<file path="src/rtl/holy_axi_pkg.sv">
// Shared types and AXI constants for the holy core read-channel arbiter.
package holy_axi_pkg;

  typedef enum logic [1:0] {
    ST_IDLE = 2'd0,
    ST_ADDR = 2'd1,
    ST_DATA = 2'd2
  } rd_state_e;

  localparam logic [2:0] AXI_SIZE_WORD  = 3'b010;
  localparam logic [1:0] AXI_BURST_INCR = 2'b01;

endpackage

</file>
<file path="src/rtl/holy_arb_pick.sv">
// Combinational picker: first set request at or after start_idx, wrapping.
module holy_arb_pick #(
  parameter int unsigned NUM_REQ = 2,
  parameter int unsigned IDX_W   = 1
) (
  input  logic [NUM_REQ-1:0] req,
  input  logic [IDX_W-1:0]   start_idx,
  output logic [NUM_REQ-1:0] gnt_oh,
  output logic [IDX_W-1:0]   gnt_idx,
  output logic               gnt_vld
);

  logic [2*NUM_REQ-1:0] req_rot;
  logic [IDX_W:0]       pos;

  // Rotate the request vector so start_idx lands at bit 0, then take the first hit.
  always_comb begin
    gnt_oh  = '0;
    gnt_idx = '0;
    gnt_vld = 1'b0;
    pos     = '0;
    req_rot = {req, req} >> start_idx;
    for (int k = 0; k < NUM_REQ; k++) begin
      if (!gnt_vld && req_rot[k]) begin
        gnt_vld = 1'b1;
        pos     = {1'b0, start_idx} + (IDX_W+1)'(k);
        if (pos >= (IDX_W+1)'(NUM_REQ)) begin
          pos = pos - (IDX_W+1)'(NUM_REQ);
        end
        gnt_idx = pos[IDX_W-1:0];
        gnt_oh  = NUM_REQ'(1) << pos[IDX_W-1:0];
      end
    end
  end

endmodule

</file>
<file path="src/rtl/holy_axi_rd_arbiter.sv">
// Burst-granular arbiter sharing the AXI read channel (AR/R) between caches.
// Optional: define HOLY_RD_ARB_RR_EN for round-robin instead of fixed priority.
module holy_axi_rd_arbiter
  import holy_axi_pkg::*;
#(
  parameter int unsigned NUM_REQ = 2,
  parameter int unsigned ID_W    = 4,
  parameter int unsigned ADDR_W  = 32,
  parameter int unsigned DATA_W  = 32
) (
  input  logic                      clk,
  input  logic                      rst,
  input  logic [NUM_REQ-1:0]        s_arvalid,
  output logic [NUM_REQ-1:0]        s_arready,
  input  logic [NUM_REQ*ADDR_W-1:0] s_araddr,
  input  logic [NUM_REQ*8-1:0]      s_arlen,
  output logic [NUM_REQ-1:0]        s_rvalid,
  input  logic [NUM_REQ-1:0]        s_rready,
  output logic [DATA_W-1:0]         s_rdata,
  output logic                      s_rlast,
  output logic [ID_W-1:0]           m_arid,
  output logic [ADDR_W-1:0]         m_araddr,
  output logic [7:0]                m_arlen,
  output logic [2:0]                m_arsize,
  output logic [1:0]                m_arburst,
  output logic                      m_arvalid,
  input  logic                      m_arready,
  input  logic [ID_W-1:0]           m_rid,
  input  logic [DATA_W-1:0]         m_rdata,
  input  logic [1:0]                m_rresp,
  input  logic                      m_rlast,
  input  logic                      m_rvalid,
  output logic                      m_rready,
  output logic                      busy,
  output logic                      rid_err
);

  localparam int unsigned IDX_W = (NUM_REQ > 1) ? $clog2(NUM_REQ) : 1;

  rd_state_e          state;
  logic [IDX_W-1:0]   grant;
  logic [IDX_W-1:0]   start_idx;
  logic [NUM_REQ-1:0] pick_oh;
  logic [IDX_W-1:0]   pick_idx;
  logic               pick_vld;
  logic [ADDR_W-1:0]  sel_addr;
  logic [7:0]         sel_len;
  logic               unused_rresp;

`ifdef HOLY_RD_ARB_RR_EN
  logic [IDX_W-1:0] last_grant;

  // Search begins one past the previous winner, wrapping at NUM_REQ.
  always_comb begin
    start_idx = last_grant + IDX_W'(1);
    if (last_grant == IDX_W'(NUM_REQ - 1)) begin
      start_idx = '0;
    end
  end
`else
  assign start_idx = '0;
`endif

  holy_arb_pick #(
    .NUM_REQ (NUM_REQ),
    .IDX_W   (IDX_W)
  ) u_pick (
    .req       (s_arvalid),
    .start_idx (start_idx),
    .gnt_oh    (pick_oh),
    .gnt_idx   (pick_idx),
    .gnt_vld   (pick_vld)
  );

  // Select the winning requester's address and length.
  always_comb begin
    sel_addr = '0;
    sel_len  = '0;
    for (int i = 0; i < NUM_REQ; i++) begin
      if (pick_oh[i]) begin
        sel_addr = s_araddr[i*ADDR_W +: ADDR_W];
        sel_len  = s_arlen[i*8 +: 8];
      end
    end
  end

  // Read channel state machine with registered AR fields and error flag.
  always_ff @(posedge clk) begin
    if (rst) begin
      state     <= ST_IDLE;
      grant     <= '0;
      m_arvalid <= 1'b0;
      m_araddr  <= '0;
      m_arlen   <= '0;
      m_arid    <= '0;
      rid_err   <= 1'b0;
`ifdef HOLY_RD_ARB_RR_EN
      last_grant <= '0;
`endif
    end else begin
      rid_err <= 1'b0;
      case (state)
        ST_IDLE: begin
          if (pick_vld) begin
            grant     <= pick_idx;
            m_araddr  <= sel_addr;
            m_arlen   <= sel_len;
            m_arid    <= ID_W'(pick_idx);
            m_arvalid <= 1'b1;
            state     <= ST_ADDR;
`ifdef HOLY_RD_ARB_RR_EN
            last_grant <= pick_idx;
`endif
          end
        end
        ST_ADDR: begin
          if (m_arready) begin
            m_arvalid <= 1'b0;
            state     <= ST_DATA;
          end
        end
        ST_DATA: begin
          if (m_rvalid && m_rready) begin
            rid_err <= (m_rid != ID_W'(grant));
            if (m_rlast) begin
              state <= ST_IDLE;
            end
          end
        end
        default: state <= ST_IDLE;
      endcase
    end
  end

  // Upstream AR ready only while idle; R channel routed to the granted requester.
  always_comb begin
    s_arready = '0;
    s_rvalid  = '0;
    m_rready  = 1'b0;
    if (!rst && state == ST_IDLE) begin
      s_arready = pick_oh;
    end
    if (!rst && state == ST_DATA) begin
      s_rvalid = NUM_REQ'(m_rvalid) << grant;
      m_rready = s_rready[grant];
    end
  end

  assign s_rdata      = m_rdata;
  assign s_rlast      = m_rlast;
  assign m_arsize     = AXI_SIZE_WORD;
  assign m_arburst    = AXI_BURST_INCR;
  assign busy         = (state != ST_IDLE);
  assign unused_rresp = ^m_rresp;

endmodule

</file>
<file path="config.mk">
export PLATFORM = sky130hd
export DESIGN_NAME = holy_axi_rd_arbiter
export DESIGN_NICKNAME = d
export VERILOG_FILES = /design/src/rtl/holy_axi_pkg.sv /design/src/rtl/holy_arb_pick.sv /design/src/rtl/holy_axi_rd_arbiter.sv
export SDC_FILE = /design/constraint.sdc
export NUM_CORES = 1
export LEC_CHECK = 0
export BUFFER_PORTS_ARGS = -buffer_cell sky130_fd_sc_hd__buf_2
export CAP_MARGIN = 0
export CELL_PAD_IN_SITES_DETAIL_PLACEMENT = 0
export CELL_PAD_IN_SITES_GLOBAL_PLACEMENT = 1
export CORE_ASPECT_RATIO = 1.75
export CORE_UTILIZATION = 27
export CTS_CLUSTER_DIAMETER = 60
export DETAILED_ROUTE_END_ITERATION = 12
export GPL_TIMING_DRIVEN = 0
export PLACE_DENSITY_LB_ADDON = 0.1
export SYNTH_ARGS = -nofsm -noshare
export SYNTH_HDL_FRONTEND = slang
export SYNTH_SLANG_ARGS = --single-unit
export TNS_END_PERCENT = 1
</file>
<file path="constraint.sdc">
create_clock -name clk -period 2.8 [get_ports clk]
set_input_delay 0.28 -clock clk [delete_from_list [all_inputs] [get_ports clk]]
set_output_delay 0.28 -clock clk [all_outputs]
set_load 0.01 [all_outputs]
</file>
==> results of run 1 <==
## layer usage
| layer | track usage [%] | up-vias |
|---|---|---|
| met5 | 0 | - |
| met4 | 6.674 | 0 |
| li1 | - | 1284 |
| met3 | 2.918 | 9 |
| met2 | 32.57 | 123 |
| met1 | 15.96 | 1145 |
## critical path, delay by kind of cell, from the launching register on
family	cells	cell delay, ns
and+or+nand+nor	1	0.27
buffers and inverters	4	0.71
DFF	1	0.36
## sequential cells by signal, summed over array words and instances, names as in the netlist
name	count
m_arid	1
state	2
m_araddr	32
m_arlen	8
m_arvalid	1
rid_err	1
## worst paths after layout
| check | start | to | slack (ns) | cells after the start |
|---|---|---|---|---|
| setup / recovery | state[0] | busy | 0.89 | 5 |
| hold / removal | s_araddr[4] | m_araddr[4] | 0.22 | 2 |
| setup reg to reg | state[0] | m_araddr[11] | 1.14 | 4 |
| hold reg to reg | m_arvalid | m_arvalid | 0.45 | 2 |
## power by group
part           total [mW]  switching (mW)  internal [mW]
logic               0.510           0.255          0.255
clock network       0.551           0.232          0.319
registers           0.748          0.0392          0.709
total                1.81           0.526           1.28
## cell families (layout without fill, tap and decap cells)
family	Yosys count	in the layout	synth area share [%]
AOI/OAI and AO/OA	87	87	29.22
buffers and inverters	66	245	18.94
and+or+nand+nor	65	65	13.75
DFF	45	45	37.36
other	2	8	0.3115
muxes	1	1	0.4152
## Yosys cell counts
cell,n,area share (%)
a311oi_1,5,1.8
a221o_1,11,4.6
o2bb2ai_1,4,1.5
a22o_1,10,3.6
conb_1,2,0.31
nor3_1,1,0.21
nor2_1,5,0.78
a311oi_4,1,1.1
inv_1,2,0.31
buf_2,4,0.83
o22a_1,1,0.36
buf_4,44,14
nand3b_1,8,2.5
or3_1,1,0.26
nor3b_1,1,0.31
o21ai_0,11,2.3
or2_1,1,0.26
buf_6,3,1.4
a21oi_1,19,3.9
clkbuf_1,12,1.9
a211oi_1,1,0.31
nor4b_1,1,0.36
o41ai_1,1,0.36
a211oi_2,9,4.7
a22oi_1,13,4.0
and2_1,2,0.52
and3_1,11,2.9
dfxtp_1,45,37
nor2b_1,2,0.52
a21oi_4,1,0.67
buf_12,1,0.83
and2_4,1,0.36
mux2i_1,1,0.42
nand2_1,31,4.8
## per-stage QoR
step | power [mW] | worst slack [ns] | hold slack, ns | std cells | instance area (um^2)
floorplan | 1.063 | 1.395 | 0.4189 | 272 | 2434
global placement | 1.274 | 1.040 | 0.4414 | 562 | 3446
detailed placement | 1.280 | 1.005 | 0.4432 | 562 | 3446
CTS | 1.838 | 0.8510 | 0.2094 | 568 | 3576
global route | 1.911 | 0.6930 | 0.2163 | 568 | 3576
finish | 1.808 | 0.8937 | 0.2168 | 568 | 3576
## cell type report
class,instances,share of cell area (%)
flip-flops and latches,45,25.19
clock buffers,5,3.499
inverters,2,0.2099
plain buffers,64,12.56
well taps,117,4.094
clock inverters,1,0.1400
repair buffers,173,24.21
multi-input cells,161,30.09
==> metrics, run 1 <==
worst vdd ir=0.2691 mV; Synth Instances=266; drt pass-1 iters=4; unrepaired setup endpoints after global routing=no; Hold Fails Final Rpt=0; # hold bufs at CTS=0; Fin Setup TNS=0 ns; critical path class=flop to output port; CTS Buf Count=5; first-pass GRT wire length=11.70 mm; routed len/inst=13.70 um; Die Ht=127.0 um; Die Area=9327 um^2; Syn Area/Cell=9.064 um^2; Rel. slew slack=55.57%; CP peak stage delay=0.36 ns; root buffer cell=clkbuf_16; Fill cells=981; wirelength, routed=7.784 mm; flop and latch count out of synthesis=45; 1st-iter DRT viols=67; fin crit period=1.906 ns; Yosys cell types=34; sequential cell area=900.9 um^2; Max Used Layer=met4; num rows=45; DRT met1 WL=2.808 mm; Starting Density=27.81%; core region area=8671 um^2; Max Freq=524.6 MHz; largest net degree at the start of global routing=13; I/O pin count=217; Vias=2561; Multi-input gate area=1076 um^2; max-cap check violation count=0; required time worst endpoint=2.52 ns; H-tree lvl count=2; status=complete, no violations; final net count=579; DR WL met3=523 um; endpoint class of the critical path=output port; Yosys Warn Count=0; TritonCTS Sinks=45; synthesized area=2411 um^2; drt drc=0; Final Util=41.24%; vias in the first global route=2437; Setup crit start kind=flop; Worst Skew=0.002318 ns; clock buffer depth=2; layout cells sized above 1=53.88%; met2 WL=4.284 mm; most frequent cells in the layout=buf_2, dfxtp_1, buf_4; Worst Max-Slew Pin Slew=0.6664 ns; DRT antenna net count=0; Seq/Total Area, Yosys=37.36%; CP dominant cell by count=buf_2; total gr overflow=0; # setup viols final=0; Syn-to-layout area delta=48.31%; Critical Path Fanout Max=10; Hold WC Path Type=input port to flop; Antenna Cells=0; power per cell area=505.6 nW/um^2; LEAKAGE=1.845 nW; commonest non-fill, non-tap cell in the layout=buf_2; CP Cell Sequence=nor2_1 > buf_2 > buf_2 > inv_1 > buf_2; post-cts sizing count=0; GRT Util Overall=16.45%; CTS tree=yes; fin crit share=68.08%; HPWL after detailed placement=6.289 mm; slowest CP cell=dfxtp_1; number of buffers added on ports=173; routability cong.=0.7600; die width=73.44 um; Final Max Slew Viols=0; setup bufs post-CTS=0; clock-pin slew on the worst setup and hold paths=0.06 ns; Vias/cell=4.509; initial antenna violation count=0; worst path arrival time=1.63 ns; Clock Latency Late Sink=0.28 ns
(Power assumes the default switching activity.)
==> run 2, diff against run 1 <==
Settings changed: CORE_UTILIZATION 27 to 25.
Clock period 2.8 ns to 1.8 ns, I/O delays scaled along.
==> run 2 against run 1 <==
Against the previous run:
- power rose by 59%
- hold slack got worse by 0.11 ns
- first-iteration DRC count did not move
- sequential share of layout area fell by 0.19 points
- sequential power rose by 55%
- clock skew rose by 0.0039 ns
- cell area rose by 0.77%
- non-clock buffer count did not move
- cell count rose by 1.2%
- via count rose by 0.59%
- critical path type unchanged
- critical endpoint unchanged
==> metrics, run 2 (synthesis gave the netlist of run 1 again) <==
clock buffer depth=2 (unchanged); number of buffers added on ports=173 (unchanged); Worst Max-Slew Pin Slew=0.6691 ns (was 0.6664 ns); Syn-to-layout area delta=49.46% (was 48.31%); total power=2.869 mW (was 1.808 mW); root buffer cell=clkbuf_16 (unchanged); final net count=579 (unchanged); LEAKAGE=1.854 nW (was 1.845 nW); total gr overflow=0 (unchanged); Critical Path Fanout Max=10 (unchanged); Hold Fails Final Rpt=0 (unchanged); Die Ht=131.9 um (was 127.0 um); initial antenna violation count=0 (unchanged); 1st-iter DRT viols=67 (unchanged); Seq pwr share=40.4% (was 41.4%); power per cell area=796.3 nW/um^2 (was 505.6 nW/um^2); registers with the most flip-flops=m_araddr x32, m_arlen x8, state x2 (unchanged); M2 GR Usage=30.23% (was 32.57%); DRT antenna net count=0 (unchanged); Hold WC Path Type=input port to flop (unchanged); largest net degree at the start of global routing=14 (was 13); GR peak layer=met2 (unchanged); non-filler cells in the finished layout=575 (was 568); critical path class=flop to output port (unchanged); wirelength, routed=8.158 mm (was 7.784 mm); required time worst endpoint=1.62 ns (was 2.52 ns); Rel. slew slack=55.39% (was 55.57%); drt pass-1 iters=4 (unchanged); max-cap check violation count=0 (unchanged); routed len/inst=14.19 um (was 13.70 um); Final Util=38.30% (was 41.24%); worst path arrival time=1.52 ns (was 1.63 ns); Setup crit start kind=flop (unchanged); commonest non-fill, non-tap cell in the layout=buf_2 (unchanged); DP Cell Count=567 (was 562); Clock power frac=31.4% (was 30.5%); vias in the first global route=2371 (was 2437); Final Max Slew Viols=0 (unchanged); post-cts sizing count=2 (was 0); # setup viols final=0 (unchanged); Vias=2576 (was 2561); Clock Latency Late Sink=0.29 ns (was 0.28 ns); setup bufs post-CTS=0 (unchanged); first-pass GRT wire length=12.36 mm (was 11.70 mm); Fill cells=1025 (was 981); status=complete, no violations (unchanged); Gate power share=28.1% (was 28.2%); GRT Util Overall=15.86% (was 16.45%); H-tree lvl count=2 (unchanged); fin crit share=94.59%; CTS Buf Count=5 (unchanged); core region area=9409 um^2 (was 8671 um^2); endpoint class of the critical path=output port (unchanged); sw power=855.8 uW (was 525.7 uW); placed inst area=3452 um^2 (was 3446 um^2); HPWL after detailed placement=6.476 mm (was 6.289 mm); routability cong.=0.7181 (was 0.7600); Max Freq=587.3 MHz; TritonCTS Sinks=45 (unchanged); Biggest register=m_araddr (unchanged); # hold bufs at CTS=0 (unchanged); die width=76.24 um (was 73.44 um); max reg flops=32 (unchanged); I/O pin count=217 (unchanged); most frequent cells in the layout=buf_2, dfxtp_1, buf_4 (unchanged); switching part of the total=29.83% (was 29.08%); grt met1 use=16.20% (was 15.96%); layout cells sized above 1=54.30% (was 53.88%); Die Area=10060 um^2 (was 9327 um^2); Starting Density=25.62% (was 27.81%); clock-pin slew on the worst setup and hold paths=0.06 ns (about the same); fin crit period=1.703 ns; worst vdd ir=0.4100 mV (was 0.2691 mV); num rows=47 (was 45); unrepaired setup endpoints after global routing=yes (was no); drt drc=0 (unchanged); Vias/cell=4.480 (was 4.509); met3 GRT Util=3.529% (was 2.918%); Final Cell Area=3603 um^2 (was 3576 um^2); Worst Skew=0.006169 ns (was 0.002318 ns); CTS tree=yes (unchanged); P_int=2.014 mW (was 1.282 mW); Antenna Cells=0 (unchanged); Fin Setup TNS=0 ns (unchanged)
==> run 2: critical path, stage by stage, from the launching register on <==
cell and delay (ns):
dfxtp_1 0.37, nor2_2 0.22, clkbuf_4 0.25, clkbuf_4 0.23
inv_1 0.05, buf_2 0.13
==> run 2: per-layer routing <==
metal / share of wire (%) / wire (um) / vias to the layer above
met5: 0 / 0 / -
met4: 2.4 / 196 / 0
met3: 7.7 / 628 / 11
met2: 53 / 4321 / 145
met1: 37 / 3012 / 1134
li1: - / - / 1286
==> run 2: path summary, 6_finish.rpt <==
| kind | cells past startpoint | start | to | slack [ns] |
|---|---|---|---|---|
| max reg2reg | 4 | state[0] | m_araddr[6] | 0.21 |
| min | 2 | s_araddr[13] | m_araddr[13] | 0.11 |
| max | 5 | state[0] | busy | 0.1 |
| min reg2reg | 2 | m_arvalid | m_arvalid | 0.46 |
==> run 2: area by class of cell <==
cell class	instances	area, um^2	area share (%)
Buffer	64	454.2	12.60
Clock buffer	6	128.9	3.576
Clock inverter	2	10.01	0.2778
Inverter	2	7.507	0.2083
Multi-Input combinational cell	161	1084	30.07
Sequential cell	45	900.9	25.00
Tap cell	122	152.6	4.236
Timing Repair Buffer	173	865.8	24.03
==> run 2: through the flow <==
stage          setup slack [ns]  hold WS (ns)
2_1_floorplan            0.4867        0.3189
3_3_place_gp            0.07186        0.4030
3_5_place_dp            0.03910        0.4066
4_1_cts                 0.01568        0.1086
5_1_grt                -0.07120        0.1175
6_report                0.09737        0.1109
==> run 2: power by group through the flow <==
stage | sequential, mW | combinational (mW) | clock [mW]
6_report | 1.16 | 0.807 | 0.902
5_1_grt | 1.17 | 0.884 | 0.966
4_1_cts | 1.16 | 0.819 | 0.934
3_5_place_dp | 1.18 | 0.816 | 0
3_3_place_gp | 1.18 | 0.809 | 0
2_1_floorplan | 1.22 | 0.430 | 0
